## config.mk

```make
export PLATFORM = sky130hd
export DESIGN_NAME = dart_scoreboard
export DESIGN_NICKNAME = d
export VERILOG_FILES = /design/src/rtl/dart_pkg.sv /design/src/rtl/dart_player_acc.sv /design/src/rtl/dart_scoreboard.sv
export SDC_FILE = /design/constraint.sdc
export NUM_CORES = 1
export LEC_CHECK = 0
export ABC_AREA = 0
export CAP_MARGIN = 20
export CORE_MARGIN = 4
export CORE_UTILIZATION = 35
export CTS_CLUSTER_DIAMETER = 60
export DETAILED_ROUTE_END_ITERATION = 10
export PLACE_DENSITY = 0.66
export SYNTH_ARGS = -nofsm -noshare
export SYNTH_HDL_FRONTEND = slang
export SYNTH_SLANG_ARGS = --single-unit
```

## constraint.sdc

```tcl
create_clock -name clk -period 5.63 [get_ports clk]
set_input_delay 0.563 -clock clk [delete_from_list [all_inputs] [get_ports clk]]
set_output_delay 0.563 -clock clk [all_outputs]
set_load 0.05 [all_outputs]
```

## src/rtl/dart_pkg.sv

```systemverilog
// Shared definitions for the dart game blocks: FSM states, score widths
// and player count.
package dart_pkg;

   localparam int unsigned DART_MAX_SCORE = 7;
   localparam int unsigned DART_PLAYERS   = 4;
   localparam int unsigned DART_SCORE_W   = 3;

   typedef logic [DART_SCORE_W-1:0] score_t;

   typedef enum logic [1:0] {
      IDLE  = 2'd0,
      PLAY  = 2'd1,
      FINAL = 2'd2,
      DONE  = 2'd3
   } dart_state_t;

endpackage

```

## src/rtl/dart_player_acc.sv

```systemverilog
// Per-player accumulator: running total and count of rounds in which the
// player matched the nonzero round maximum.
module dart_player_acc
   import dart_pkg::*;
#(
   parameter int unsigned TOT_W = 6
) (
   input  logic             clk,
   input  logic             rst,
   input  logic             clear,
   input  logic             accept,
   input  score_t           score,
   input  score_t           maxs,
   output logic [TOT_W-1:0] tot,
   output logic [3:0]       win
);

   logic round_win;

   assign round_win = (score == maxs) && (maxs != '0);

   always_ff @(posedge clk) begin
      if (rst || clear) begin
         tot <= '0;
         win <= '0;
      end else if (accept) begin
         tot <= tot + TOT_W'(score);
         if (round_win) begin
            win <= win + 4'd1;
         end
      end
   end

endmodule

```

## src/rtl/dart_scoreboard.sv

```systemverilog
// Multi-round four-player dart scoreboard: accumulates totals and round wins
// over ROUNDS rounds, then registers the winner and holds it until restarted.
module dart_scoreboard
   import dart_pkg::*;
#(
   parameter int unsigned ROUNDS = 5,
   parameter int unsigned TOT_W  = 6
) (
   input  logic             clk,
   input  logic             rst,
   input  logic             start,
   input  logic             throw_valid,
   input  logic [2:0]       A_s,
   input  logic [2:0]       B_s,
   input  logic [2:0]       C_s,
   input  logic [2:0]       D_s,
   input  logic [2:0]       Maxs,
   output logic [TOT_W-1:0] A_tot,
   output logic [TOT_W-1:0] B_tot,
   output logic [TOT_W-1:0] C_tot,
   output logic [TOT_W-1:0] D_tot,
   output logic [3:0]       A_win,
   output logic [3:0]       B_win,
   output logic [3:0]       C_win,
   output logic [3:0]       D_win,
   output logic [3:0]       round,
   output logic             busy,
   output logic             done,
   output logic [1:0]       winner,
   output logic             tie
);

   localparam int unsigned KEY_W = TOT_W + 4;

   dart_state_t state_q, state_d;
   logic        clear;
   logic        accept;

   score_t           score [DART_PLAYERS];
   logic [TOT_W-1:0] tot   [DART_PLAYERS];
   logic [3:0]       win   [DART_PLAYERS];
   logic [KEY_W-1:0] key   [DART_PLAYERS];

   assign score[0] = A_s;
   assign score[1] = B_s;
   assign score[2] = C_s;
   assign score[3] = D_s;

   for (genvar g = 0; g < DART_PLAYERS; g++) begin : g_player
      dart_player_acc #(.TOT_W(TOT_W)) u_acc (
         .clk    (clk),
         .rst    (rst),
         .clear  (clear),
         .accept (accept),
         .score  (score[g]),
         .maxs   (Maxs),
         .tot    (tot[g]),
         .win    (win[g])
      );
      assign key[g] = {tot[g], win[g]};
   end

   assign A_tot = tot[0];
   assign B_tot = tot[1];
   assign C_tot = tot[2];
   assign D_tot = tot[3];
   assign A_win = win[0];
   assign B_win = win[1];
   assign C_win = win[2];
   assign D_win = win[3];

   always_ff @(posedge clk) begin
      if (rst) begin
         state_q <= IDLE;
      end else begin
         state_q <= state_d;
      end
   end

   always_comb begin
      state_d = state_q;
      clear   = 1'b0;
      accept  = 1'b0;
      case (state_q)
         IDLE, DONE: begin
            if (start) begin
               clear   = 1'b1;
               state_d = PLAY;
            end
         end
         PLAY: begin
            if (throw_valid) begin
               accept = 1'b1;
               if (round == 4'(ROUNDS - 1)) begin
                  state_d = FINAL;
               end
            end
         end
         FINAL:   state_d = DONE;
         default: state_d = IDLE;
      endcase
   end

   always_ff @(posedge clk) begin
      if (rst || clear) begin
         round <= '0;
      end else if (accept) begin
         round <= round + 4'd1;
      end
   end

   // Strict '>' at every node keeps the lower index on equal keys.
   logic [1:0]       ab_idx, cd_idx, sel_idx;
   logic [KEY_W-1:0] ab_key, cd_key, sel_key;
   logic             sel_tie;

   always_comb begin
      ab_idx = (key[1] > key[0]) ? 2'd1 : 2'd0;
      ab_key = (key[1] > key[0]) ? key[1] : key[0];
      cd_idx = (key[3] > key[2]) ? 2'd3 : 2'd2;
      cd_key = (key[3] > key[2]) ? key[3] : key[2];
      sel_idx = (cd_key > ab_key) ? cd_idx : ab_idx;
      sel_key = (cd_key > ab_key) ? cd_key : ab_key;
      sel_tie = 1'b0;
      for (int unsigned i = 0; i < DART_PLAYERS; i++) begin
         if ((2'(i) != sel_idx) && (key[i] == sel_key)) begin
            sel_tie = 1'b1;
         end
      end
   end

   always_ff @(posedge clk) begin
      if (rst || clear) begin
         winner <= '0;
         tie    <= 1'b0;
      end else if (state_q == FINAL) begin
         winner <= sel_idx;
         tie    <= sel_tie;
      end
   end

   assign busy = (state_q == PLAY) || (state_q == FINAL);
   assign done = (state_q == DONE);

endmodule

```

# After elaboration in Yosys (flattened, before gate mapping)
# Cells that the tools add are included.
# totals
out_inout_bits	49
inputBits	19
word_cells	79
regBits	49
# classes
eq_ne	18
reduce_logical	19
muxes	18
n_addsub	9
n_lt_le_gt_ge	3
# ops
op	count
10-bit equality test	4
10-bit > comparator	3
10-bit 2-to-1 mux	3
6-bit by 3-bit adder with 6-bit output	4
4-bit by 1-bit adder with 4-bit output, second input constant	5
3-bit equality test	4
1-bit 2-to-1 mux	10
1-bit logical AND	8
2-bit 2-to-1 mux	4
2-bit AND reduction	4
2-bit != test, second input constant	3
2-bit one-hot mux with 3 select lines	1
2-bit equality test, second input constant	2
4-bit by 3-bit equality test with 1-bit output, second input constant	1
2-bit != test, first input constant	2
3-bit AND reduction	1
3-bit nonzero test	1
2-bit by 1-bit equality test with 1-bit output, second input constant	1
2-bit zero test	1
1-bit logical OR	2
1-bit by 2-bit != test with 1-bit output, first input constant	1
2-bit nonzero test	1
2-bit OR reduction	1

# Longest topological paths before layout
# Gate-level depths: netlist of run 1.
# logic_depth
depth_word	10
mapped_depth	23
depth_no_buf	19

# By module
# From an unflattened synthesis of run 1, not the netlist that was laid out.
# unflattened
hier_cells	644
hier_area_um2	5310.1
# by_module_without_submodules
mod	seq_area_each_um2	n_inst	cells_each	area_each_um2
dart_scoreboard	180.2	1	388	2897.8
dart_player_acc	200.2	4	64	603.1

# Least setup slack after synthesis of run 1
# OpenSTA, ideal clock, no wires.
# synth_path
kind	flip-flop to flip-flop
startpoint	register g_player[2].u_acc.tot[4]
endpoint	register tie
period_less_slack_ps	4925
path_buffers	3
t_required_ps	5556
path_stages_with_launch	22
setup_ps	74
t_arrival_ps	4851
setup_slack_ps	705
cell_sequence	dfxtp_1 inv_1 ha_1 nand4_2 or3_1 buf_2 and3_1 a211oi_1 inv_1 ha_1 nand4_1 a211oi_1 a2111oi_2 or2_1 clkbuf_2 buf_4 nand2_1 o221ai_1 o21ai_0 nor4_1 a41oi_1 a31oi_1
# synth_between
elab_chain_cells	10
elab_cells_between_ends	22
classes_between	order compare (2); eq/ne (7); mux (8); reduce/logical (5)
# synth_rtl
item	line_no	source
start, declared	dart_player_acc.sv:14	output logic [TOT_W-1:0] tot,
start signal, assigned	dart_player_acc.sv:27	tot <= tot + TOT_W'(score);
10-bit > comparator	dart_scoreboard.sv:120, dart_scoreboard.sv:121	
10-bit 2-to-1 mux	dart_scoreboard.sv:121	cd_key = (key[3] > key[2]) ? key[3] : key[2];
10-bit > comparator	dart_scoreboard.sv:122, dart_scoreboard.sv:123	
10-bit 2-to-1 mux or 2-bit 2-to-1 mux (tied branches)	dart_scoreboard.sv:123, dart_scoreboard.sv:122	
10-bit equality test or 2-bit nonzero test (tied branches)	dart_scoreboard.sv:126	if ((2'(i) != sel_idx) && (key[i] == sel_key)) begin
1-bit logical AND	dart_scoreboard.sv:126	
1-bit 2-to-1 mux (3 in a row)	dart_scoreboard.sv:126	
1-bit 2-to-1 mux (*)	dart_scoreboard.sv:126	
end signal, assigned	dart_scoreboard.sv:138	tie <= sel_tie;
end, declared	dart_scoreboard.sv:30	output logic tie
# Mark *: on every way between the ends. The rest lies on a longest branch, timed or not.
# A chain may end at the register's enable or synchronous reset.

# Final worst setup path of run 1
# layout_path
startpoint	register g_player[2].u_acc.tot[1]
endpoint	register tie
# Same word-level chain as after synthesis.

==> results by group, run 1 <==
Clock network
  – Clk_lat worst skew: 0.30 ns
  – TritonCTS clock tree: done
  – TritonCTS Buffers: 5
  – Clock Sinks: 49
  – CTS HTree Levels: 2
  – Root buf cell: clkbuf_16
  – Clk buf depth: 2
  – Reg clk slew, reported paths: 0.07 ns

Floorplan
  – Full die area: 15600 um2
  – Initial Utilization: 35.9%
  – I/O pin count: 68
  – Core area: 13300 um2
  – Die width: 125 um
  – Row cnt: 42
  – Height of the chip: 125 um

Synthesis
  – Area contributors post-synth: dfxtp_1 (21%), ha_1 (13%), xnor2_1 (9.7%)
  – Synth cell count leaders: inv_1 (54), nor2_1 (54), xnor2_1 (53)
  – Syn avg cell area: 7.98 um2
  – Yosys top cell area share: 20.6%
  – Distinct cells, synth: 71
  – Number of synthesized register bits: 49
  – Asr flop ratio synth: 0%
  – Post-synthesis sequential area ratio: 20.6%
  – Leading area contributor after synthesis: dfxtp_1
  – Post-synth EDFFs: 0
  – Post-synth net total: 672
  – Synth Cell Area: 4770 um2
  – Yosys synthesis warning count: 0
  – Top_reg_cell synth: dfxtp_1
  – Cell count after synthesis: 598

Worst setup path
  – CP endpoint kind: register
  – CP Launch Point: g_player[2].u_acc.tot[1]$_SDFFE_PP0P_
  – CP endpoint: tie$_SDFFE_PP0N_
  – Slowest stage delay, CP: 0.59 ns
  – Setup Crit Path Kind: register to register
  – R2R setup slack: 0.32 ns
  – Worst Path Required: 5.85 ns
  – Worst setup SP type: register
  – Slowest cell on crit path: a2111oi_2
  – FF-to-FF End: tie$_SDFFE_PP0N_
  – Worst reg2reg path depth: 20
  – Crit path DAT: 5.53 ns
  – CP cell instances: inv_1, ha_1, nand4_1, or3_1, and3_1, a211oi_1, buf_4, inv_1, ha_1, nand4_1, inv_1, a2111oi_2, or2_4, buf_4, mux2i_2, xnor2_1, nand4_1, nor3_1, a41oi_1, a31oi_1
  – RR Startpoint: g_player[2].u_acc.tot[1]$_SDFFE_PP0P_
  – CP max FO: 8

STA
  – Final hold vios: 0
  – WHS: 0.519 ns
  – Max Clock Freq: 188 MHz
  – Layout Skew: 0.00903 ns
  – Final setup TNS: 0 ns
  – Final setup fails: 0
  – Period utilization: 94.3%
  – Worst setup margin: 0.319 ns
  – Minimum clock period: 5.31 ns
  – RSZ-0062 raised after global routing: no
  – Max-slew headroom: 31.8%
  – Worst-Margin Slew: 1.02 ns
  – Slew Viols, Final: 0

Placed design
  – DP HPWL: 11800 um
  – Final Wtd Congestion: 0.946
  – Port-buffer cells: 67
  – Pre-CTS WS: 0.281 ns

Detailed routing
  – Via-to-Cell Ratio: 5.56
  – DRC Markers: 0
  – Drt first-iter violations: 316
  – Final wirelength: 14800 um
  – Routed Antenna Nets: 0
  – Per-cell routed wire length: 17.4 um
  – Vias post-DR: 4733
  – Drt first pass iters: 5

Run
  – Maxcap violations: 0

Power and ir drop
  – Leak: 2.29 nW
  – Max VDD drop: 155 uV
  – P per Cell Area: 337 nW/um2

Cells and area
  – Area grow syn2layout: 24.0%
  – Antenna diodes: 0
  – Net count, final: 748
  – Layout cell share with drive strength beyond 1: 10.5%
  – Fillers: 1323

Run status
  – Status: finished, final reports clean

GRT
  – Grt total ovfl: 0
  – Initial antenna violation count: 0
  – Number of global-route vias before repair: 4558
  – Largest net degree at the start of global routing: 48
  – First-pass GRT wire length: 23700 um
  – Total track usage: 18.2%

Worst hold path
  – Hold Crit Class: register to register
stage by stage:
step / utilization [%] / cells / power, W / cell area [um2]
CTS: 44.3 / 851 / 0.00195 / 5890
detailed placement: 43.2 / 843 / 0.00164 / 5750
finish: 44.5 / 851 / 0.00200 / 5920
floorplan: - / 598 / 0.00133 / 4770
global placement: 43.2 / 843 / 0.00161 / 5750
global route: 44.5 / 851 / 0.00211 / 5920
what timing repair did:
action / 4_1_cts / 5_1_grt
endpoints found under the setup margin: 0 / 1
setup buffers: 0 / 0
hold buffers: 0 / 0
hold endpoints to repair: 0 / 0
resized for setup: 0 / 7
worst min-delay path by stage:
stage / start / to / slack (ns) / cells after the start
after floorplan: state_q[0]$_SDFFE_PP0P_ / state_q[0]$_SDFFE_PP0P_ / 0.48 / 2
after global placement: state_q[0]$_SDFFE_PP0P_ / state_q[0]$_SDFFE_PP0P_ / 0.50 / 2
after CTS: round[1]$_SDFFE_PP0P_ / round[1]$_SDFFE_PP0P_ / 0.52 / 2
final: winner[1]$_SDFFE_PP0N_ / winner[1]$_SDFFE_PP0N_ / 0.52 / 2
after detailed placement: winner[1]$_SDFFE_PP0N_ / winner[1]$_SDFFE_PP0N_ / 0.51 / 2
after global routing: state_q[0]$_SDFFE_PP0P_ / state_q[0]$_SDFFE_PP0P_ / 0.54 / 2
report_power, final:
group	leakage, nW	internal, W	switching (W)	total (W)
Combinational	1.83	0.000477	0.000810	0.00129
Sequential	0.396	0.000371	0.0000285	0.000400
Clock	0.0631	0.000165	0.000143	0.000309
routing by layer:
layer,GRT usage (%),vias to the layer above,wire (um)
met1,24.0,2265,6810
met2,31.0,172,6990
met5,0,-,0
met4,5.03,0,286
met3,2.74,24,755
li1,-,2272,-
critical path: cells and delay by family (launching register included):
| kind | cells | cell delay, ns |
|---|---|---|
| AND/OR/NAND/NOR | 7 | 1.72 |
| adder cells (fa/ha/maj) | 2 | 0.69 |
| multiplexers | 1 | 0.34 |
| XOR/XNOR | 1 | 0.17 |
| AO/OA/AOI/OAI | 4 | 1.16 |
| flip-flops | 1 | 0.47 |
| buffers and inverters | 5 | 0.70 |
state kept, by name, summed over array words and instances (netlist names):
| register | flops |
|---|---|
| winner | 2 |
| round | 4 |
| tie | 1 |
| state_q | 2 |
| g_player.u_acc.tot | 24 |
| g_player.u_acc.win | 16 |
cells in the final DEF (no fill, tap or decap), types with 4 or more instances in the layout:
cell             netlist  routed
nand3_1                9       9
nor3_1                24      23
or4_1                  4       4
nor2_1                54      53
a211oi_1              11      11
clkbuf_16              0       5
o21ai_0               17      17
clkdlybuf4s50_1        0      67
nand2b_1               8       8
a31oi_1                4       4
a21oi_1               47      46
mux2i_1                5       5
xnor2_1               53      53
a211oi_4               4       4
o211ai_1               9       9
inv_1                 54      54
dfxtp_1               49      49
a21o_1                 5       5
xor2_1                16      16
fa_1                   4       4
ha_1                  51      51
buf_4                  1      24
nand4_1               12      12
or3_1                  7       6
nand2_1               36      36
and3_1                 5       5
nor4_1                14      14
nor2b_1                9       9
a211oi_2               4       4
a21oi_2                5       6
layout make-up:
cell class	count	area, um2	share of cell area, %
Clock inverter	2	15.0	0.254
Clock buffer	6	129	2.18
Tap cell	176	220	3.72
Sequential cell	49	981	16.6
Timing Repair Buffer	91	851	14.4
Multi-Input combinational cell	473	3520	59.5
Inverter	54	203	3.42
logic make-up after synthesis:
logic type,after synthesis,synth area share (%)
multiplexers,11,2.86
buffers and inverters,76,6.32
adder cells (fa/ha/maj),55,15.0
AND/OR/NAND/NOR,199,21.7
AO/OA/AOI/OAI,139,20.8
flip-flops,49,20.6
XOR/XNOR,69,12.7
Note: power is estimated with default switching activity, not from simulation.
==> inputs of run 2 (changes only) <==
Settings changed: SLEW_MARGIN set to 20.
==> results of run 2 <==
The final DEF is identical to that of run 1; final timing and power are the same.
